## config.mk

```make
export PLATFORM = sky130hd
export DESIGN_NAME = ca_code_mc_gen
export DESIGN_NICKNAME = d
export VERILOG_FILES = /design/src/rtl/ca_code_mc_gen.sv
export SDC_FILE = /design/constraint.sdc
export NUM_CORES = 1
export LEC_CHECK = 0
export CAP_MARGIN = 25
export CORE_MARGIN = 2
export CORE_UTILIZATION = 41
export CTS_CLUSTER_SIZE = 16
export DETAILED_ROUTE_END_ITERATION = 12
export GPL_ROUTABILITY_DRIVEN = 0
export GPL_TIMING_DRIVEN = 0
export HOLD_SLACK_MARGIN = 0.15
export PLACE_DENSITY = 0.61
export SYNTH_ARGS = -nofsm -noshare
export SYNTH_HDL_FRONTEND = slang
export SYNTH_SLANG_ARGS = --single-unit
```

## constraint.sdc

```tcl
create_clock -name clk -period 5.01 [get_ports clk]
set_clock_uncertainty 0.2 [all_clocks]
set_input_delay 1.002 -clock clk [delete_from_list [all_inputs] [get_ports clk]]
set_output_delay 1.002 -clock clk [all_outputs]
set_load 0.02 [all_outputs]
```

## src/rtl/ca_code_mc_gen.sv

```systemverilog
// Multi-channel GPS L1 C/A code generator.
// Each channel holds a G1/G2 Gold-code LFSR pair, a code-phase counter and a
// small IDLE/SLEW/RUN FSM. A configuration request restarts one channel at
// chip 0 and slews it forward by cfg_phase chips. After that the channel
// advances one chip on every chip_en strobe.
module ca_code_mc_gen #(
  parameter int NUM_CH = 4,
  parameter int CH_W   = 2
) (
  input  logic                 clk,
  input  logic                 rst,
  input  logic                 cfg_valid,
  output logic                 cfg_ready,
  input  logic [CH_W-1:0]      cfg_ch,
  input  logic [5:0]           cfg_prn,
  input  logic [9:0]           cfg_phase,
  output logic                 cfg_err,
  input  logic [NUM_CH-1:0]    chip_en,
  output logic [NUM_CH-1:0]    ca_code,
  output logic [NUM_CH*10-1:0] code_phase,
  output logic [NUM_CH-1:0]    epoch,
  output logic [NUM_CH-1:0]    running
);

  typedef enum logic [1:0] {ST_IDLE, ST_SLEW, ST_RUN} ch_state_t;

  localparam logic [9:0] LAST_CHIP = 10'd1022;

  // G2 phase-selector taps for each PRN, returned as a one-hot pair over
  // stages 1..10. Bit i of the mask corresponds to stage i+1.
  function automatic logic [9:0] prn_mask(input logic [5:0] prn);
    logic [3:0] a;
    logic [3:0] b;
    case (prn)
      6'd1:  begin a = 4'd2; b = 4'd6;  end
      6'd2:  begin a = 4'd3; b = 4'd7;  end
      6'd3:  begin a = 4'd4; b = 4'd8;  end
      6'd4:  begin a = 4'd5; b = 4'd9;  end
      6'd5:  begin a = 4'd1; b = 4'd9;  end
      6'd6:  begin a = 4'd2; b = 4'd10; end
      6'd7:  begin a = 4'd1; b = 4'd8;  end
      6'd8:  begin a = 4'd2; b = 4'd9;  end
      6'd9:  begin a = 4'd3; b = 4'd10; end
      6'd10: begin a = 4'd2; b = 4'd3;  end
      6'd11: begin a = 4'd3; b = 4'd4;  end
      6'd12: begin a = 4'd5; b = 4'd6;  end
      6'd13: begin a = 4'd6; b = 4'd7;  end
      6'd14: begin a = 4'd7; b = 4'd8;  end
      6'd15: begin a = 4'd8; b = 4'd9;  end
      6'd16: begin a = 4'd9; b = 4'd10; end
      6'd17: begin a = 4'd1; b = 4'd4;  end
      6'd18: begin a = 4'd2; b = 4'd5;  end
      6'd19: begin a = 4'd3; b = 4'd6;  end
      6'd20: begin a = 4'd4; b = 4'd7;  end
      6'd21: begin a = 4'd5; b = 4'd8;  end
      6'd22: begin a = 4'd6; b = 4'd9;  end
      6'd23: begin a = 4'd1; b = 4'd3;  end
      6'd24: begin a = 4'd4; b = 4'd6;  end
      6'd25: begin a = 4'd5; b = 4'd7;  end
      6'd26: begin a = 4'd6; b = 4'd8;  end
      6'd27: begin a = 4'd7; b = 4'd9;  end
      6'd28: begin a = 4'd8; b = 4'd10; end
      6'd29: begin a = 4'd1; b = 4'd6;  end
      6'd30: begin a = 4'd2; b = 4'd7;  end
      6'd31: begin a = 4'd3; b = 4'd8;  end
      6'd32: begin a = 4'd4; b = 4'd9;  end
      default: begin a = 4'd1; b = 4'd1; end
    endcase
    return (10'd1 << (a - 4'd1)) | (10'd1 << (b - 4'd1));
  endfunction

  logic              cfg_fire;
  logic              prn_ok;
  logic              phase_ok;
  logic              ch_ok;
  logic [NUM_CH-1:0] slewing;

  assign cfg_fire  = cfg_valid && cfg_ready;
  assign prn_ok    = (cfg_prn >= 6'd1) && (cfg_prn <= 6'd32);
  assign phase_ok  = (cfg_phase <= LAST_CHIP);
  assign ch_ok     = (int'(cfg_ch) < NUM_CH);
  // Only one channel can slew at a time, because no request is accepted
  // while any channel is slewing.
  assign cfg_ready = ~|slewing;

  // Error pulse, one cycle after an invalid request is accepted.
  // NOTE: sequential state always uses non-blocking assignments, so every
  // register samples the pre-edge values of the others.
  always_ff @(posedge clk) begin
    if (rst) cfg_err <= 1'b0;
    else     cfg_err <= cfg_fire && !(prn_ok && phase_ok && ch_ok);
  end

  for (genvar n = 0; n < NUM_CH; n++) begin : g_ch
    ch_state_t  state;
    logic [9:0] g1;
    logic [9:0] g2;
    logic [9:0] tap_mask;
    logic [9:0] count;
    logic [9:0] slew_cnt;
    logic       epoch_r;
    logic       sel;
    logic       advance;

    // An out-of-range cfg_ch never matches, so it leaves every channel alone.
    assign sel     = cfg_fire && (int'(cfg_ch) == n);
    assign advance = (state == ST_SLEW) || ((state == ST_RUN) && chip_en[n]);

    // Channel FSM, LFSR pair, code-phase counter and epoch flag.
    // NOTE: the LFSRs, tap mask and slew counter are not reset. Every path
    // out of IDLE loads them first, and ca_code is masked while IDLE.
    always_ff @(posedge clk) begin
      if (rst) begin
        state   <= ST_IDLE;
        count   <= '0;
        epoch_r <= 1'b0;
      end else begin
        epoch_r <= 1'b0;
        if (sel) begin
          if (prn_ok && phase_ok) begin
            g1       <= '1;
            g2       <= '1;
            tap_mask <= prn_mask(cfg_prn);
            count    <= '0;
            slew_cnt <= cfg_phase;
            state    <= (cfg_phase != 10'd0) ? ST_SLEW : ST_RUN;
          end else begin
            state <= ST_IDLE;
            count <= '0;
          end
        end else begin
          if (advance) begin
            if (count == LAST_CHIP) begin
              count   <= '0;
              g1      <= '1;
              g2      <= '1;
              epoch_r <= (state == ST_RUN);
            end else begin
              count <= count + 10'd1;
              g1    <= {g1[8:0], g1[2] ^ g1[9]};
              g2    <= {g2[8:0], g2[1] ^ g2[2] ^ g2[5] ^ g2[7] ^ g2[8] ^ g2[9]};
            end
          end
          if (state == ST_SLEW) begin
            slew_cnt <= slew_cnt - 10'd1;
            if (slew_cnt == 10'd1) state <= ST_RUN;
          end
        end
      end
    end

    assign slewing[n]           = (state == ST_SLEW);
    assign running[n]           = (state == ST_RUN);
    assign epoch[n]             = epoch_r;
    assign code_phase[10*n +: 10] = count;
    assign ca_code[n]           = (state != ST_IDLE) && (g1[9] ^ (^(g2 & tap_mask)));
  end

endmodule

```

# After elaboration in Yosys (flattened, before gate mapping)
# Memories as Yosys holds them, arrays and structs flattened.
# Cells that the tools add are included.
# word_totals
ff_bits	213
rom_bits	2048
in_bits	25
wordCells	261
n_memories	4
# op_classes
add_sub_neg	16
n_lt_le_gt_ge	3
n_eq_ne	23
shift	8
muxes	64
n_bitwise	45
n_reduce_logical	69
# memory_table
name	depth	width	rd	rd_ports_with_merged_regs	wr	line	text
(no name shown)	64	8	1	0	0	34	case (prn)
(no name shown)	64	8	1	0	0	34	
(no name shown)	64	8	1	0	0	34	
(no name shown)	64	8	1	0	0	34	
# op_table
operator	count
$mux W10	38
$mux W8	12
$shl A1 B4 Y10 const A	8
$add A10 B1 Y10 const B	4
$and A10 B10 Y10	4
$eq A10 B1 Y1 const B	4
$eq A10 B10 Y1 const B	4
$or A10 B10 Y10	4
$reduce_xor A10 Y1	4
$sub A10 B1 Y10 const B	4
$reduce_and A3 Y1	12
$reduce_bool A2 Y1	16
$sub A4 B1 Y4 const B	8
$mux W2	14
$xor A1 B1 Y1	28
$reduce_or A4 Y1	5
$logic_and A1 B1 Y1	16
$eq A2 B2 Y1 const B	6
$eq A2 B1 Y1 const B	5
$le A10 B10 Y1 const B	1
$reduce_bool A10 Y1	1
$not A1 Y1	9
$ne A2 B1 Y1 const B	4
$reduce_and A2 Y1	4
6 further kinds	13

# Longest topological paths before layout
# Gate-level depths: netlist of the first run.
# depth
ltp_word	10
depth_mapped	8
ltp_nobuf	7

# Worst setup path after synthesis of the first run
# Ideal clock, no wire load.
# synth_path
path_kind	input to register
startpoint	input port cfg_prn[4]
endpoint	register g_ch[2].g1[0], enable pin
setup_time_ns	0.404
t_arrival_ns	2.973
required_time_ns	4.406
setup_slack_ns	1.434
cell_stages	6
path_buffers	1
cell_sequence	buf_2 nor3_2 nand3_1 a21oi_2 nand2b_1 a21oi_1
# synth_via
elab_chain_len	5
elab_cells_between_ends	6
# synth_rtl
item	line	text
from (decl)	15	input logic [5:0] cfg_prn,
$ge A6 B1 Y1 / $le A6 B6 Y1 (equally long branches)	79	assign prn_ok = (cfg_prn >= 6'd1) && (cfg_prn <= 6'd32);
$logic_and A1 B1 Y1 *	79	
$logic_and A1 B1 Y1 *	120	if (prn_ok && phase_ok) begin
$ne A2 B1 Y1 (no line) *	--	
$reduce_and A3 Y1 (no line) *	--	
to (signal assigned)	140	g1 <= {g1[8:0], g1[2] ^ g1[9]};
to (decl)	96	logic [9:0] g1;
# Every way passes the cells marked *; elsewhere a longest branch is shown, timed or not.
# A chain may end at the register's enable or synchronous reset.

# Worst setup path after layout of the first run
# layout_path
startpoint	input port cfg_prn[1]
endpoint	register g_ch[2].slew_cnt[6], enable pin
# layout_via
elab_chain_len	5
elab_cells_between_ends	6
# layout_rtl
item	line	text
$ge A6 B1 Y1 / $le A6 B6 Y1 (equally long branches)	79	
$logic_and A1 B1 Y1 *	79	
$logic_and A1 B1 Y1 *	120	
$ne A2 B1 Y1 (no line) *	--	
$reduce_and A3 Y1 (no line) *	--	
to (signal assigned)	125	slew_cnt <= cfg_phase;
to (signal assigned)	145	slew_cnt <= slew_cnt - 10'd1;
to (decl)	100	logic [9:0] slew_cnt;
# Marked as above.

==> run summary, run 1 <==
Start point of the critical path: cfg_prn[1]. The worst register-to-register path has a depth of 7. Summed over all nets, the switching power comes to 0.000942 W. The dominant cell type by area after synthesis is edfxtp_1. For the post-layout instance area, the log shows 12800 sq um. Multi-input combinational cell area: 4570 sq um. Clock latency on the worst-skew pair, taken at its later pin, is 0.51 ns. Among all flip-flop cells after synthesis, the most frequent one is edfxtp_1.

Yosys mapped the design onto 72 distinct sky130hd cell types. The final layout contains routed wiring with a total length of 25.0 mm. The first global-routing pass estimated 40.7 mm of wire. Summing all flip-flop and latch instances after layout gives 5870 sq um.

After detailed placement, the total cell area comes to 12000 sq um. The filler cell count in the final layout was 2351; the total core area was 25900 sq um. For this configuration, the core starts out at a cell density of 41.5%. The internal power of the cells totals 0.00314 W.

79 I/O pins were placed. The post-route netlist has 8.20% of its cells at a drive strength greater than 1. Entering global routing, the biggest net connects 14 pins. For the number of global-route vias before repair, the log shows 7627. The library cell used most frequently in the layout, excluding fill and tap cells, is edfxtp_1.

The switching part of the total power was 23.1%. Post-synthesis to final-layout area growth: 18.9%. The slew at the pin closest to its max-slew limit was 1.05 ns; the maximum clock path buffer count was 3.

The startpoint identified for the worst register-to-register timing path is g_ch[0].state[1]$_SDFFE_PP0P_. In this run the core area contains 59 standard-cell rows. Number of buffers inserted by post-CTS setup repair: 0. The min-delay analysis places its worst path in the category reg2reg. The flow ran to the end, and the final reports show no timing, DRC or antenna violations.

The post-synthesis area per instance is 10.8 sq um, and the netlist area before placement is 10800 sq um. The run gives 0.296 ns as the worst slack on hold paths. Yosys mapped a number of flops with a built-in enable equal to 160. The highest fanout seen on the critical path is 11. Walking the worst path, the cells encountered are clkdlybuf4s50_1 -> inv_1 -> ha_1 -> nand3_1 -> a21oi_2 -> nand2b_1 -> a21oi_1. Yosys attributes the largest share of cell area to edfxtp_1 45%, dfxtp_1 9.9%, xnor2_1 5.9%, nand2_1 4.2%, xor2_1 3.6%. The logs give 1412 for the cell count after placement and 0 for the count of nets left with antenna violations after detail routing.

Clock-pin slew was measured on the worst setup and hold paths at 0.06 ns. For the worst setup slack for register-to-register paths, the log shows 1.75 ns. The die covers 27600 sq um. For this run, the number of Yosys warnings is 0. For this block, the via count after detailed routing is 7677.

Category of the worst setup path launch point: an input port. For this block, the initial DRC count from the detailed router was 654. Detailed placement ended at an HPWL of 17.8 mm. The synthesized flop and latch total came out at 213. STA classifies the critical path endpoint as a flip-flop. For the portion of total power attributed to combinational logic, the log shows 8.7%. Leaving out filler cells and counting taps, the final layout contains 1457. Across the run, the number of max-cap violations was 0. The number of setup violations in the final report was 0.

The share of total power dissipated in sequential elements is 48.4%. The cts-stage hold buffer count is 0, and the number of antenna violations at the first check in global routing is 0. The required time of the worst setup path was 4.94 ns; the global-route total usage across every layer was 18.1%. The final period demand of the worst path works out to 3.97 ns. Class of the most critical setup path: in2reg. The maximum clock rate is 252 MHz, and the number of remaining DRC errors is 0. The post-route clock period utilization came out at 79.3%. The total grt overflow was 0. The final-stage net count is 1152, and the average vias per placed instance is 5.27.

The sum of buffers and inverters on the critical path was 2. For this design the static power due to leakage is 4.40 nW. Of the total power, the clock network draws 43.0%. The power density over the cells is 319 nW/um^2.

The tools report the end of the worst register-to-register path as g_ch[2].tap_mask[6]$_DFFE_PP_. The gate count after technology mapping is 997, and the vertical extent of the die is 166 um. The tools report the total number of clock tree sinks as 213. For this run, asynchronously set or reset flops after synthesis account for 0%. Leaving out fill and tap cells, the most frequent cells in the layout are 160 x edfxtp_1, 119 x nand2_1, 78 x nor2_1.

In this run, post-CTS repair resized a total of 0 instances. In this design, the largest share of critical-path delay is due to compound AO/OA/AOI/OAI gates. The sequential share of the synthesized area was 54.5%. Setup repair after global routing left no endpoint under its margin.

TritonCTS built the clock tree. The delay of the slowest cell on the worst path was 0.86 ns; the arrival time of the worst setup path was 3.90 ns. The total stage count of the critical path works out to 7. The slowest stage cell on the critical path is a21oi_1. The headroom to the max-slew limit is 30.2%, and the area fraction of the dominant cell type after synthesis is 44.7%.

The synthesized net count is 1045. 0 antenna diodes ended up in the layout. The root buffer cell chosen for the clock tree is clkbuf_16. The logs give 0 for the number of pins with negative max-slew slack in the final report and 0.204 mV for the maximum resistive drop on vdd.

The total count of hold-check failures in the final report was 0. The first TritonRoute pass finished after 5 iterations. The die is 166 um wide. Dividing the detail-routed wire length by the instance count gives 17.1 um. Buffers inserted during clock tree synthesis total 25. The most critical setup path has its endpoint at g_ch[2].slew_cnt[6]$_DFFE_PP_. The number of buffers inserted by port buffering is 73, and the H-tree depth is 1.
stage by stage:
stage / setup WS, ns / power (W) / util, % / TNS [ns]
finish: 1.04 / 0.00408 / 49.4 / 0
global route: 0.779 / 0.00422 / 49.4 / 0
CTS: 1.05 / 0.00411 / 49.4 / 0
detailed placement: 0.501 / 0.00236 / 46.3 / 0
global placement: -0.323 / 0.00235 / 46.0 / -13.51
floorplan: 1.43 / 0.00223 / - / 0
state kept, by name (all words and copies together) (netlist names):
signal and cells:
g_ch.count 40, g_ch.g1 40, g_ch.g2 40, g_ch.slew_cnt 40, g_ch.tap_mask 40, g_ch.state 8, g_ch.epoch_r 4, cfg_err 1
cells in the mapped netlist, types with 4 or more instances:
cell	count
buf_6	5
clkbuf_1	21
and3_1	5
nor2b_1	13
xnor2_1	73
nand2_1	119
nand3_1	22
edfxtp_1	160
buf_4	8
inv_1	25
nand2b_1	54
ha_1	23
or3_1	43
buf_2	11
xor2_1	44
dfxtp_1	53
nor2_1	78
and2_1	9
nor3_1	24
nor3b_1	6
nand3b_1	11
a21oi_1	45
nor4_1	16
nand4_1	12
o22ai_1	8
and4_1	6
xnor3_1	4
o21ai_0	27
a211oi_1	8
power by group through the flow:
stage          combinational, W  sequential [W]  clock, W
4_1_cts                0.000354         0.00197   0.00178
2_1_floorplan          0.000226         0.00201         0
5_1_grt                0.000388         0.00198   0.00185
3_3_place_gp           0.000340         0.00201         0
6_report               0.000353         0.00197   0.00175
3_5_place_dp           0.000352         0.00201         0
layer usage:
layer / vias up / share of wire, % / track usage, %
li1: 3762 / - / -
met1: 3669 / 48 / 26.3
met2: 204 / 43 / 27.3
met3: 42 / 5.7 / 3.31
met4: 0 / 2.8 / 5.94
met5: - / 0 / 0
worst min path at each step:
stage | from | endpoint | slack, ns | depth (start not counted)
6_report | g_ch[0].g1[0]$_SDFFCE_PP1P_ | g_ch[0].g1[1]$_SDFFCE_PP1P_ | 0.30 | 1
5_1_grt | g_ch[2].g1[5]$_SDFFCE_PP1P_ | g_ch[2].g1[6]$_SDFFCE_PP1P_ | 0.32 | 1
4_1_cts | g_ch[0].g1[0]$_SDFFCE_PP1P_ | g_ch[0].g1[1]$_SDFFCE_PP1P_ | 0.30 | 1
3_5_place_dp | g_ch[0].g1[0]$_SDFFCE_PP1P_ | g_ch[0].g1[1]$_SDFFCE_PP1P_ | 0.28 | 1
3_3_place_gp | g_ch[0].g1[0]$_SDFFCE_PP1P_ | g_ch[0].g1[1]$_SDFFCE_PP1P_ | 0.28 | 1
2_1_floorplan | g_ch[0].g1[0]$_SDFFCE_PP1P_ | g_ch[0].g1[1]$_SDFFCE_PP1P_ | 0.28 | 1
logic make-up after synthesis:
kind of cell / after synthesis / share of synthesized area, %
flops: 213 / 54.5
fa+ha+maj: 23 / 2.67
compound gates: 124 / 7.34
xor+xnor: 121 / 10.4
mux: 2 / 0.209
buf+inv: 71 / 3.23
simple gates: 443 / 21.7
cell type report:
| type | count | share of cell area [%] |
|---|---|---|
| flip-flops and latches | 213 | 45.9 |
| multi-input cells | 713 | 35.7 |
| repair buffers | 80 | 6.27 |
| clock buffers | 32 | 5.25 |
| well taps | 335 | 3.28 |
| plain buffers | 46 | 1.99 |
| clock inverters | 13 | 0.910 |
| inverters | 25 | 0.734 |
worst reg2reg max path, stage by stage (launching register included):
cell	delay [ns]
dfxtp_1	0.42
nand2b_1	0.29
and4_4	0.26
buf_6	0.13
nand4b_2	0.27
clkbuf_1	0.34
nor3_1	0.71
buf_2	0.32
(Power assumes the default switching activity.)
==> run 2, diff against run 1 <==
Settings changed: PLACE_DENSITY 0.61 to 0.63.
Clock period 5.01 ns to 3.5 ns, I/O delays scaled along.
==> run summary, run 2 (synthesized netlist as in run 1, its figures left out) <==
In this run the vertical extent of the chip is 166 um. Total length of routed wires: 25.2 mm. After detailed routing, the number of remaining DRC violations is 0.

Clock tree synthesis selected as its root buffer the cell clkbuf_16. The longest clock path from root to sink contains 3 buffers. For the half-perimeter wire length after detailed placement, the log shows 17.9 mm.

The highest metal layer carrying signal wires in the routed design is met4. The number of pins with negative max-slew slack in the final report is 0, and the placed instance area is 12000 sq um. The worst hold path depth came out at 1. For the number of antenna violations at the first check in global routing, the log shows 0. Setup repair after global routing left no endpoint under its margin. Start point of the critical path: cfg_prn[0]. Cells fill 49.7% of the core in the end. After layout, the minimum clock period comes to 3.31 ns. Of the cells placed in the final design, the portion with a size suffix greater than 1 is 9.63%.

At the worst endpoint, the arrival time is 3.35 ns. The setup check on the worst reg-to-reg path leaves a slack of 0.33 ns. In this run the static leakage power is 4.47 nW. The maximum resistive drop on vdd came out at 0.305 mV. The number of global-route vias before repair is 7365, and the number of cell rows is 59. The worst pin sits at a relative slew slack of 36.8%. The detailed router finished its first iteration with 506 violations. The number of maximum-capacitance violations is 0.

Before CTS, the worst setup slack after placement is -0.820 ns. The logs give 1 for the H-tree depth and 0.51 ns for the clock latency at the later pin of the worst-skew pair. Summed over all failing endpoints, the final setup total negative slack is 0 ns. The worst path meets setup with 0.192 ns of slack. Clock-pin slew was measured on the worst setup and hold paths at 0.06 ns. The critical path ends at g_ch[2].tap_mask[9]$_DFFE_PP_. For this configuration, the core starts out at a cell density of 41.5%. In this run the standard cell core region covers 25900 sq um. Buffers inserted during clock tree synthesis total 23. The worst register-to-register path ends at g_ch[2].tap_mask[0]$_DFFE_PP_. The count of nets left with antenna violations after detail routing is 0. Entering global routing, the biggest net connects 19 pins. The flow ran to the end, and the final reports show no timing, DRC or antenna violations. The via count of the routed design was 7644.

The power density over the cells is 449 nW/um^2. The area of the die was 27600 sq um. In the routed layout, each cell is associated on average with a via count of 5.25. Routed wire length on met3: 1.28 mm. Class of the most critical setup path: in2reg. The type of the tightest min-delay check was reg2reg. For the global-route wire length before repair, the log shows 40.2 mm. Setup violations remaining at the end of the flow were counted as 0. After filler insertion, the fill cell instance count of the layout stands at 2296. The global-route total usage across every layer was 17.9%; the number of antenna cells inserted was 0. The total number of clock tree sinks was 213; the number of buffers inserted by port buffering was 73.

The top-level I/O count is 79. The tools report the post-layout instance area as 12900 sq um. For the cts-stage hold buffer count, the log shows 0. The average detailed-routed wire length per instance was 17.3 um. In this run the worst path has a maximum fanout of 10. In the layout the commonest cells are 160 x edfxtp_1, 119 x nand2_1, 78 x nor2_1. The total grt overflow came out at 0. The post-synthesis to final-layout area growth was 19.8%. TritonCTS built the clock tree. Wire segments on met2 add up to 11.5 mm in the final route.

The slew at the pin closest to its max-slew limit was 0.948 ns; the logic depth of the worst register-to-register path was 7. At the end of the flow, the number of nets in the layout was 1153. Leaving out fill and tap cells, the most frequent cell in the layout is edfxtp_1.

The run gives 0 as the total count of hold-check failures in the final report. The first detailed-routing pass ran for 5 iterations. The category of the worst setup path launch point was an input port. The kind of capture point of the worst setup path was a flip-flop. The origin of the critical flop-to-flop path is g_ch[3].state[1]$_SDFFE_PP0P_. Based on the critical path, the design can be clocked at up to 302 MHz. The tools report the routed length on met1 as 12.0 mm. The width of the die was 166 um; the worst slack on hold paths was 0.300 ns.

At the worst endpoint, the required time is 3.54 ns. The post-route clock period utilization is 94.5%.
-- run 2: cell count changes in the layout (fill, tap and decap cells not counted), moves of 3 or more --
cell             change
a21oi_1              -4
a21oi_4              +4
buf_4                +4
clkbuf_1             -3
clkdlybuf4s50_1      -5
clkinvlp_4           +3
dlymetal6s2s_1       +3
o22ai_1              -7
o22ai_2              +7
-- run 2: final cells by class --
class / instances / area (sq um) / share of cell area, %
Sequential cell: 213 / 5870 / 45.5
Timing Repair Buffer: 83 / 836 / 6.48
Clock inverter: 15 / 158 / 1.22
Clock buffer: 26 / 597 / 4.63
Buffer: 46 / 254 / 1.97
Multi-Input combinational cell: 713 / 4670 / 36.2
Inverter: 25 / 93.8 / 0.728
Tap cell: 335 / 419 / 3.25
-- run 2: routing by layer --
metal	vias to the layer above	global-route usage, %
met2	182	28.4
li1	3762	-
met3	25	3.05
met4	0	3.86
met1	3675	25.7
met5	-	0
-- run 2: where the power goes --
part	switching, W	leakage (nW)	total, W	internal (W)
clock network	0.000992	0.363	0.00244	0.00145
registers	0.0000374	1.91	0.00282	0.00278
logic	0.000314	2.20	0.000525	0.000211
total	0.00134	4.47	0.00579	0.00444
-- run 2: critical path, cell delays in order --
cell and delay [ns]:
clkdlybuf4s50_1 0.56, inv_1 0.21, ha_1 0.28, or4bb_1 0.50, a31o_2 0.24, o311ai_1 0.15
nand2b_1 0.24, o32ai_2 0.46
-- run 2: how the worst min path moves through the flow --
stage / start / end / slack, ns
after floorplan: g_ch[0].g1[0]$_SDFFCE_PP1P_ / g_ch[0].g1[1]$_SDFFCE_PP1P_ / 0.28
after global placement: g_ch[2].g1[0]$_SDFFCE_PP1P_ / g_ch[2].g1[1]$_SDFFCE_PP1P_ / 0.28
after detailed placement: g_ch[0].g1[7]$_SDFFCE_PP1P_ / g_ch[0].g1[8]$_SDFFCE_PP1P_ / 0.29
after CTS: g_ch[0].g1[4]$_SDFFCE_PP1P_ / g_ch[0].g1[5]$_SDFFCE_PP1P_ / 0.30
after global routing: g_ch[2].g1[4]$_SDFFCE_PP1P_ / g_ch[2].g1[5]$_SDFFCE_PP1P_ / 0.32
final: g_ch[2].g1[0]$_SDFFCE_PP1P_ / g_ch[2].g1[1]$_SDFFCE_PP1P_ / 0.30
-- run 2: stage by stage --
stage,std cells,power (W)
global placement,1405,0.00337
detailed placement,1413,0.00338
global route,1456,0.00599
floorplan,997,0.00319
finish,1456,0.00579
CTS,1454,0.00582
-- run 2: timing repair --
item	in CTS	in global routing
setup endpoints to repair	94	70
gates resized for setup	10	12
pin swaps	0	1
setup buffers	0	2
==> run 3, diff against run 2 <==
Settings changed: CAP_MARGIN 25 to not set, CORE_MARGIN 2 to not set, SLEW_MARGIN set to 0.
==> run summary, run 3 (synthesized netlist as in run 1, its figures left out) <==
STA classifies the critical path startpoint as a flip-flop. Combinational logic burns 8.6% of the power. In this run the critical register-to-register path is launched from g_ch[3].state[1]$_SDFFE_PP0P_.

The number of setup violations in the final report is 0, and the H-tree depth is 1. The length of the first detailed-routing pass in iterations came out at 5. The tightest hold path in the finished design has a slack of 0.298 ns. For the clock share of power, the log shows 44.6%. The initial cell density of the core came out at 42.2%. Summed over all layers, the routed wires come to 24.9 mm.

The final period demand of the worst path came out at 3.30 ns. The number of antenna cells inserted is 0. At the pin with the least slew margin, the transition time is 0.926 ns. The placed instances occupy a cell area of 12000 sq um. The arrival time of the worst setup path is 2.40 ns. The area of the die is 26900 sq um, and the width of the die is 164 um.

For the number of design-rule violations left by the first detailed-router iteration, the log shows 476. The share of total power dissipated in sequential elements is 46.8%. The internal power of the cells totals 0.00466 W. The post-layout instance area is 13000 sq um, and the total stage count of the critical path is 6. Power density over the cells: 466 nW/um^2.

The worst pin sits at a relative slew slack of 38.2%. For this run, the slowest stage of the critical path takes 0.42 ns. The critical path ends at ca_code[0].

TritonCTS built the clock tree. The tree is rooted in a clkbuf_16. The worst register-to-register path ends at g_ch[2].tap_mask[9]$_DFFE_PP_.

The filler cell count in the final layout was 2268. Type of the tightest min-delay check: reg2reg. The flow ran to the end, and the final reports show no timing, DRC or antenna violations. The number of remaining DRC errors came out at 0.

For the worst setup path, the data required time is 2.60 ns. The net switching component of the power came out at 0.00137 W. The number of clock buffers inserted by TritonCTS is 24, and the count of nets left with antenna violations after detail routing is 0. The tools report the via count of the routed design as 7629.

The maximum number of pins on one net before global-route repair came out at 19. The total overflow left after global routing is 0. The signal on the critical path passes through nand2_1 -> xor2_1 -> xnor2_1 -> xnor3_1 -> nor2_1 -> dlygate4sd2_1.

Based on the critical path, the design can be clocked at up to 303 MHz. The total area inside the core boundary comes to 25500 sq um. The average detailed-routed wire length per instance was 17.2 um. The count of buffers added on input and output ports is 73. The kind of capture point of the worst setup path is an output port.

The later pin in the worst-skew pair is clocked with a latency of 0.52 ns. The worst register-to-register path has a depth of 6. The maximum resistive drop on vdd was 0.295 mV.

The clock-pin slew on the worst setup and hold paths was 0.06 ns. 79 I/O pins were placed. The logs give 0 for the total count of hold-check failures in the final report and -0.758 ns for the worst setup slack after placement. The class of the most critical setup path was reg2out. The tools report the half-perimeter wire length after detailed placement as 17.4 mm. Leaving out fill and tap cells, the most frequent cells in the layout are 160 x edfxtp_1, 119 x nand2_1, 78 x nor2_1.

In this run the worst setup path begins at g_ch[0].g2[7]$_SDFFCE_PP1P_. The post-synthesis to final-layout area growth is 20.4%. The sum of buffers and inverters on the critical path is 1. In this run the core area contains 58 standard-cell rows.

The logs give 18.7% for the global-route total usage across every layer and 39.4 mm for the global-route wire length before repair. The run gives 7265 as the number of global-route vias before repair. Gates resized during post-CTS repair numbered 12. The die is 164 um tall. In the final design database the tool counted 1148 nets.

The slowest stage of the critical path is the xnor3_1 cell. Dividing the detail-routed via count by the number of cells gives 5.27. For this design, the CTS-stage hold fixing added 0 buffers.

Leading cell type in the layout, fill and taps excluded: edfxtp_1. The worst setup slack for register-to-register paths was 0.41 ns; the highest fanout seen on the critical path was 3. The clock passes through at most 3 buffers. The post-route worst setup slack was 0.198 ns. Broken down by cell family, the worst path's largest delay share belongs to XOR/XNOR gates. The number of antenna violations at the first check in global routing is 0.

The post-route netlist has 8.94% of its cells at a drive strength greater than 1. Setup repair after global routing left no endpoint under its margin. Number of pins with negative max-slew slack in the final report: 0.

The final critical path takes up 94.4% of the cycle. Summed over all cells, the static leakage comes to 4.48 nW. In this run switching power makes up 22.7% of total power. The total number of clock tree sinks is 213, and the number of maximum-capacitance violations is 0.

For this run, the share of the core covered by cells in the final layout is 50.8%. The tools report the number of buffers inserted by post-CTS setup repair as 0.
[run 3: worst min path at each step]
stage,start,endpoint,slack [ns],cells after the start
global placement,g_ch[2].g1[1]$_SDFFCE_PP1P_,g_ch[2].g1[2]$_SDFFCE_PP1P_,0.28,1
detailed placement,g_ch[2].g1[1]$_SDFFCE_PP1P_,g_ch[2].g1[2]$_SDFFCE_PP1P_,0.29,1
floorplan,g_ch[0].g1[0]$_SDFFCE_PP1P_,g_ch[0].g1[1]$_SDFFCE_PP1P_,0.28,1
global route,g_ch[2].g1[0]$_SDFFCE_PP1P_,g_ch[2].g1[1]$_SDFFCE_PP1P_,0.32,1
CTS,g_ch[2].g1[5]$_SDFFCE_PP1P_,g_ch[2].g1[6]$_SDFFCE_PP1P_,0.30,1
finish,g_ch[2].g1[5]$_SDFFCE_PP1P_,g_ch[2].g1[6]$_SDFFCE_PP1P_,0.30,1
[run 3: per-layer routing]
layer  track usage [%]  vias to the layer above  routed length [um]
met4              4.17                        0                 351
met1              27.0                     3647               11700
met3              3.13                       26                1630
met5                 0                        -                   0
met2              29.2                      212               11200
li1                  -                     3744                   -
[run 3: per-stage QoR]
| stage | power, W | std cells | setup TNS, ns |
|---|---|---|---|
| after CTS | 0.00607 | 1448 | 0 |
| after global placement | 0.00336 | 1400 | -171.61 |
| after detailed placement | 0.00338 | 1404 | -100.11 |
| after global routing | 0.00622 | 1448 | 0 |
| after floorplan | 0.00319 | 997 | 0 |
| final | 0.00603 | 1448 | 0 |
[run 3: power groups by stage]
stage	clock network [W]	registers, W	logic (W)
floorplan	0	0.00287	0.000323
global placement	0	0.00288	0.000485
detailed placement	0	0.00288	0.000501
CTS	0.00274	0.00282	0.000510
global route	0.00282	0.00283	0.000568
finish	0.00269	0.00282	0.000521
[run 3: cell type report]
cell class | instances | area (sq um) | share of cell area (%)
Buffer | 46 | 254 | 1.96
Clock inverter | 16 | 211 | 1.63
Multi-Input combinational cell | 713 | 4680 | 36.2
Clock buffer | 28 | 637 | 4.92
Timing Repair Buffer | 77 | 792 | 6.12
Tap cell | 330 | 413 | 3.19
Inverter | 25 | 93.8 | 0.725
Sequential cell | 213 | 5870 | 45.3
